`src/rtl/serial_adder.sv`:
```
// -----------------------------------------------------------------------------
// serial_adder
//
// Multi-cycle adder that computes a + b + carry_in over WIDTH bits. Each clock
// it adds DIGIT bits, using a small ripple slice and a registered carry. The
// operation takes STEPS = WIDTH/DIGIT cycles. DIGIT must divide WIDTH exactly.
//
// Ports:
//   clk        rising-edge clock
//   rst_n      synchronous reset, active low
//   in_valid   a, b and carry_in are valid
//   in_ready   block is idle and can accept operands
//   a, b       WIDTH-bit addends
//   carry_in   carry into bit 0
//   out_valid  sum, carry_out and overflow are valid
//   out_ready  consumer accepts the result
//   sum        (a + b + carry_in) mod 2^WIDTH
//   carry_out  unsigned carry out of bit WIDTH-1
//   overflow   two's-complement overflow of the addition
// -----------------------------------------------------------------------------
module serial_adder #(
  parameter int WIDTH = 8,
  parameter int DIGIT = 1
) (
  input  logic             clk,
  input  logic             rst_n,
  input  logic             in_valid,
  output logic             in_ready,
  input  logic [WIDTH-1:0] a,
  input  logic [WIDTH-1:0] b,
  input  logic             carry_in,
  output logic             out_valid,
  input  logic             out_ready,
  output logic [WIDTH-1:0] sum,
  output logic             carry_out,
  output logic             overflow
);

  localparam int STEPS = WIDTH / DIGIT;
  // A single-step adder still needs a 1-bit counter so the port widths stay legal.
  localparam int CW    = (STEPS > 1) ? $clog2(STEPS) : 1;

  typedef enum logic [1:0] {
    IDLE,
    RUN,
    DONE
  } state_t;

  state_t           state;
  state_t           state_next;

  logic [WIDTH-1:0] a_sh;
  logic [WIDTH-1:0] b_sh;
  logic [WIDTH-1:0] sum_r;
  logic [WIDTH-1:0] sum_next;
  logic             carry_r;
  logic             a_msb;
  logic             b_msb;
  logic             ovf_r;
  logic [CW-1:0]    cnt;
  logic [DIGIT:0]   digit_res;
  logic             last_step;

  assign last_step = (cnt == CW'(STEPS - 1));

  // Ripple slice: low digit of both operands plus the carry from the previous step.
  assign digit_res = {1'b0, a_sh[DIGIT-1:0]} + {1'b0, b_sh[DIGIT-1:0]}
                   + {{DIGIT{1'b0}}, carry_r};

  // New digit enters at the top; after STEPS shifts the first digit sits at bit 0.
  // Expressed as a wide shift so DIGIT == WIDTH needs no special case.
  assign sum_next = WIDTH'({digit_res[DIGIT-1:0], sum_r} >> DIGIT);

  // Handshake and result outputs are forced low while reset is asserted.
  assign in_ready  = rst_n && (state == IDLE);
  assign out_valid = rst_n && (state == DONE);
  assign sum       = rst_n ? sum_r : '0;
  assign carry_out = rst_n && carry_r;
  assign overflow  = rst_n && ovf_r;

  // NOTE: sequential state uses non-blocking assignments so every register
  // samples the values from before the edge, regardless of statement order.
  always_ff @(posedge clk) begin
    if (!rst_n) begin
      state <= IDLE;
    end else begin
      state <= state_next;
    end
  end

  always_comb begin
    // NOTE: defaulting every output of a combinational block first guarantees
    // no path leaves it unassigned, so no latch is inferred.
    state_next = state;
    case (state)
      IDLE:    if (in_valid)  state_next = RUN;
      RUN:     if (last_step) state_next = DONE;
      DONE:    if (out_ready) state_next = IDLE;
      default:                state_next = IDLE;
    endcase
  end

  // NOTE: the datapath registers are all reset because a reset must abort an
  // operation in flight and present zeros on the result outputs afterwards.
  always_ff @(posedge clk) begin
    if (!rst_n) begin
      a_sh    <= '0;
      b_sh    <= '0;
      sum_r   <= '0;
      carry_r <= 1'b0;
      a_msb   <= 1'b0;
      b_msb   <= 1'b0;
      ovf_r   <= 1'b0;
      cnt     <= '0;
    end else begin
      case (state)
        IDLE: begin
          if (in_valid) begin
            a_sh    <= a;
            b_sh    <= b;
            carry_r <= carry_in;
            a_msb   <= a[WIDTH-1];
            b_msb   <= b[WIDTH-1];
            cnt     <= '0;
          end
        end
        RUN: begin
          a_sh    <= a_sh >> DIGIT;
          b_sh    <= b_sh >> DIGIT;
          sum_r   <= sum_next;
          carry_r <= digit_res[DIGIT];
          cnt     <= cnt + CW'(1);
          // The final step produces the sum MSB, so overflow is settled here.
          if (last_step) begin
            ovf_r <= (a_msb == b_msb) && (digit_res[DIGIT-1] != a_msb);
          end
        end
        default: ;
      endcase
    end
  end

endmodule

```
`config.mk`:
```
export PLATFORM = sky130hd
export DESIGN_NAME = serial_adder
export DESIGN_NICKNAME = d
export VERILOG_FILES = /design/src/rtl/serial_adder.sv
export SDC_FILE = /design/constraint.sdc
export NUM_CORES = 1
export LEC_CHECK = 0
export ABC_AREA = 1
export CAP_MARGIN = 10
export CORE_MARGIN = 2
export CORE_UTILIZATION = 48
export CTS_BUF_LIST = sky130_fd_sc_hd__clkbuf_8
export CTS_CLUSTER_SIZE = 8
export DETAILED_ROUTE_END_ITERATION = 16
export GPL_ROUTABILITY_DRIVEN = 0
export PLACE_DENSITY = 0.78
export SLEW_MARGIN = 0
export SYNTH_ARGS = -nofsm -noshare
export SYNTH_HDL_FRONTEND = slang
export SYNTH_SLANG_ARGS = --single-unit
```
`constraint.sdc`:
```
create_clock -name clk -period 1.2 [get_ports clk]
set_input_delay 0.12 -clock clk [delete_from_list [all_inputs] [get_ports clk]]
set_output_delay 0.12 -clock clk [all_outputs]
set_load 0.02 [all_outputs]
```
Yosys cells after proc, flatten, opt, wreduce, memory -nomap -nowiden
Cells that the tools add are included.
Widths: inputs -> output; s select.
Operators by class
  $add $sub $neg: 3
  multipliers: 0
  div/mod/pow operators: 0
  magnitude comparators: 0
  equality and inequality tests: 8
  shifts and indexed selects: 0
  muxes and demuxes: 13
  bitwise gates (word level): 0
  reductions and logical operators: 11
Operators with widths (count)
  $pmux 8 s2: 2
  $mux 8: 3
  $mux 2: 3
  $ne 2x2->1 const B: 3
  $pmux 2 s3: 1
  $pmux 3 s2: 1
  $reduce_and 2->1: 3
  $logic_and 1x1->1: 5
  $add 3x1->3 const B: 1
  $eq 3x3->1 const B: 1
  $mux 3: 1
  $reduce_and 3->1: 1
  $add 1x1->2: 1
  $add 2x1->2: 1
  $eq 2x1->1 const B: 1
  $eq 2x2->1 const B: 1
  $logic_not 2->1: 1
  $pmux 1 s2: 1
  $reduce_bool 2->1: 1
  $eq 1x1->1: 1
  $mux 1: 1
  $ne 1x1->1: 1
Storage, ports and cells
  flip-flop bits (word level): 33
  bits in latches: 0
  RAM bits: 0
  bits in read-only memories: 0
  output and inout bits: 12
  word-level logic and storage cells: 44
  memories kept: 0

Depth between registers and ports, before layout
  depth in word-level cells: 4
  depth in mapped cells: 7

Worst setup path after synthesis
No wires, ideal clock.
  path kind: flip-flop to output port
  start point: register state[0]
  end point: output in_ready
  data arrival time: 1.141 ns
  required time: 1.080 ns
  path slack: -0.061 ns
  cell stages (with the launch flop): 4
  buffers on the path: 2
  cells stage by stage: dfxtp_1 -> buf_4 -> buf_2 -> nor3_1
Between the ends
  cells in the longest elaborated chain, start to end: 2
Ends and longest elaborated chain
  start, declared: line 49  | state_t state;
  start signal, assigned: line 87  | state <= state_next;
  $logic_not 2->1: line 75  | assign in_ready = rst_n && (state == IDLE);
  $logic_and 1x1->1: line 75
  end, declared: line 28  | output logic in_ready,
Every way passes these cells.

Worst setup path in the final report
  start point: register carry_r
  end point: register ovf_r
Between the ends
  cells in the longest elaborated chain, start to end: 3
Ends and longest elaborated chain
  start, declared: line 56  | logic carry_r;
  start signal, assigned: line 121  | carry_r <= carry_in;
  start signal, assigned: line 131  | carry_r <= digit_res[DIGIT];
  $add 2x1->2: line 68  | + {{DIGIT{1'b0}}, carry_r};
  net digit_res[0]: line 61  | logic [DIGIT:0] digit_res;
  $ne 1x1->1: line 135  | ovf_r <= (a_msb == b_msb) && (digit_res[DIGIT-1] != a_msb);
  $logic_and 1x1->1: line 135
  end signal, assigned: line 135
  end, declared: line 59  | logic ovf_r;
The timed path passes the listed nets, and every way through them passes these cells.
A chain may end at the register's enable or synchronous reset.

==> summary.txt <==
CTS
  • Max Root-Sink Buffers: 2
  • CTS root buf: clkbuf_8
  • Clk_lat worst skew: 0.30 ns
  • Clk slew on worst S/H paths: 0.07 ns
  • Clk sinks: 33
  • Hold-fix buffers at CTS: 0
  • CTS tree: yes
  • H-tree depth: 2
  • Num CTS Buffers: 5

Placed design
  • Pre-CTS setup slack: -0.4835 ns
  • Port bufs: 32
  • Placed cells: 321
  • Dpl hpwl: 2574 um
  • Cell Area, Placed: 2117 um^2

Power
  • VDD IR-drop max: 0.7813 mV
  • LEAKAGE: 1.171 nW
  • Cell Pwr Density: 1257 nW/um^2
  • Pwr Total: 3.021 mW

Global route
  • Largest net degree at the start of global routing: 26
  • First-pass GRT wire length: 6603 um
  • Met2 Use GR: 34.27%
  • Initial antenna violation count: 0
  • Total gr overflow: 0
  • GRT Overall Usage: 20.98%
  • Met1 usage: 26.03%
  • Met3 Usage GRT: 3.964%
  • Vias in the first global route: 1584
  • Grt peak-use layer: met2

Worst hold path
  • HP Class: input pin to flip-flop
  • Beginning of the worst hold path: out_ready

Route
  • Post-route DRC violation count: 0
  • Antenna-violating nets left: 0
  • TritonRoute pass-1 iters: 4
  • Total number of vias: 1671
  • Post-Route WL: 4232 um
  • Vias per inst: 4.944
  • Average routed wire per standard cell: 12.52 um
  • Initial DRC count: 76

Timing
  • Hold Slack: 0.3842 ns
  • Fmax: 0.7497 GHz
  • Unrepaired setup endpoints after global routing: true
  • Relative slew slack: 80.87%
  • Final Hold Viols: 0
  • Worst setup margin: -0.1339 ns
  • Final min period: 1.334 ns
  • Layout Skew: 0.009022 ns
  • Slew @ Worst Pin: 0.2860 ns
  • Final Cycle Share: 111.2%
  • Slew Limit Fails: 0
  • Final setup viols: 2

Synthesis
  • Post-synth top area share: 40.34%
  • Post-synth top cells: 74 x nand2_1, 33 x dfxtp_1, 31 x nor2_1
  • Syn Nets: 259
  • Syn avg cell area: 6.969 um^2
  • Main synth FF type: dfxtp_1
  • Post-Syn Area: 1638 um^2
  • Count of cell types in the netlist: 26
  • Seq cells post-synth: 33
  • Post-synthesis sequential area ratio: 40.34%
  • Area leader, netlist: dfxtp_1
  • EDFF count, synth: 0
  • Post-Synthesis Cells: 235
  • Most frequent cell after synthesis: nand2_1
  • Syn. warnings: 0
  • Most area-consuming cells after synthesis: dfxtp_1 40%, nand2_1 17%, nor2_1 7.1%, nand3b_1 6.4%, nand3_1 5.2%
  • Post-synth ARST share: 0%

Floorplanning
  • Chip height: 62.42 um
  • I/O pins: 33
  • Die Width: 62.42 um
  • Core Footprint: 3311 um^2
  • Die area: 3896 um^2
  • Initial Util: 49.47%
  • Row cnt: 21

Finish
  • Inserted Diodes: 0
  • Final net count: 315
  • Share of layout cells above drive strength 1: 24.32%
  • Number of standard cells in the final layout excluding fillers: 338
  • Synth-to-Final Area Change: 46.68%
  • Post-route cell area: 2402 um^2

Critical path
  • Delay-heaviest family, CP: adder cells
  • Worst Path Max Fanout: 2
  • Slowest library cell on the worst path: fa_1
  • Worst Setup SP: carry_r
  • Crit path required time: 1.38 ns
  • CP peak stage delay: 0.57 ns
  • Critical path class: flip-flop to flip-flop
  • Critical Path, Cell by Cell: fa_1, inv_1, nand2_1, nand2_1, nand2_1, o21ai_1
  • Crit path DAT: 1.52 ns
  • Critical Path Sink Type: flip-flop
  • WP buf/inv: 1
  • Startpoint Class: flip-flop
  • Most used cell, CP: nand2_1
  • Worst r2r src: carry_r

Run status
  • Failing checks: negative setup slack
  • Run status: finished, violations left

Job
  • Max-Cap Viols: 0
==> report_power, final <==
part | internal [mW] | leakage [nW] | switching, mW
logic | 0.414 | 0.843 | 0.408
registers | 1.20 | 0.273 | 0.0601
clock network | 0.518 | 0.0542 | 0.416
==> flip-flops by register name (all words and copies together) (netlist names) <==
name and count:
a_sh 8, b_sh 8, sum_r 8, cnt 3, state 2, a_msb 1, b_msb 1, carry_r 1
ovf_r 1
==> layout make-up <==
cell class                      count  area [um^2]
Clock buffer                        7        96.34
Tap cell                           46        57.56
Timing Repair Buffer               60        626.9
Inverter                           18        75.07
Fill cell                         265        908.4
Clock inverter                      1        5.005
Multi-Input combinational cell    173        877.1
Sequential cell                    33        664.4
==> logic make-up after synthesis <==
family | synth area share [%]
flops | 40.34
simple gates | 41.56
fa+ha+maj | 2.750
buf+inv | 9.090
compound gates | 6.264
==> metal layers <==
layer  share of wire [%]  vias to the layer above
li1                    -                      856
met1                  45                      759
met2                  48                       44
met3                 4.2                       12
met4                 2.6                        0
met5                   0                        -
==> layout by cell type, fill, tap and decap left out, drive strengths merged <==
cell type and n:
ha 2, dlygate4sd2 1, fa 1, clkbuf 10, dfxtp 33, nand3b 14
o22ai 1, o21ai 4, nand4 1, buf 28, nand2 78, nand3 17
nor2 40, clkinv 2, a22oi 1, clkdlybuf4s15 9, inv 17, a21oi 13
clkdlybuf4s50 19, nor3 1
==> per-stage QoR <==
step	TNS [ns]	utilization [%]
2_1_floorplan	0	-
3_3_place_gp	-7.109	63.95
3_5_place_dp	-7.518	63.95
4_1_cts	-0.09013	67.27
5_1_grt	-0.3557	72.56
6_report	-0.2311	72.56
==> path summary, 6_finish.rpt <==
check             endpoint  cells past startpoint  slack, ns
setup reg to reg     ovf_r                      6      -0.13
hold / removal    state[1]                      2       0.38
setup / recovery     ovf_r                      6      -0.13
hold reg to reg    b_sh[7]                      2       0.46
==> timing repair <==
| item | 4_1_cts | 5_1_grt |
|---|---|---|
| hold endpoints to repair | 0 | 0 |
| endpoints found under the setup margin | 28 | 28 |
| buffers inserted | 0 | 6 |
| cloned | 0 | 3 |
| pin swaps | 1 | 6 |
| gates resized for setup | 42 | 18 |
Power figures use the tool's default switching activity.
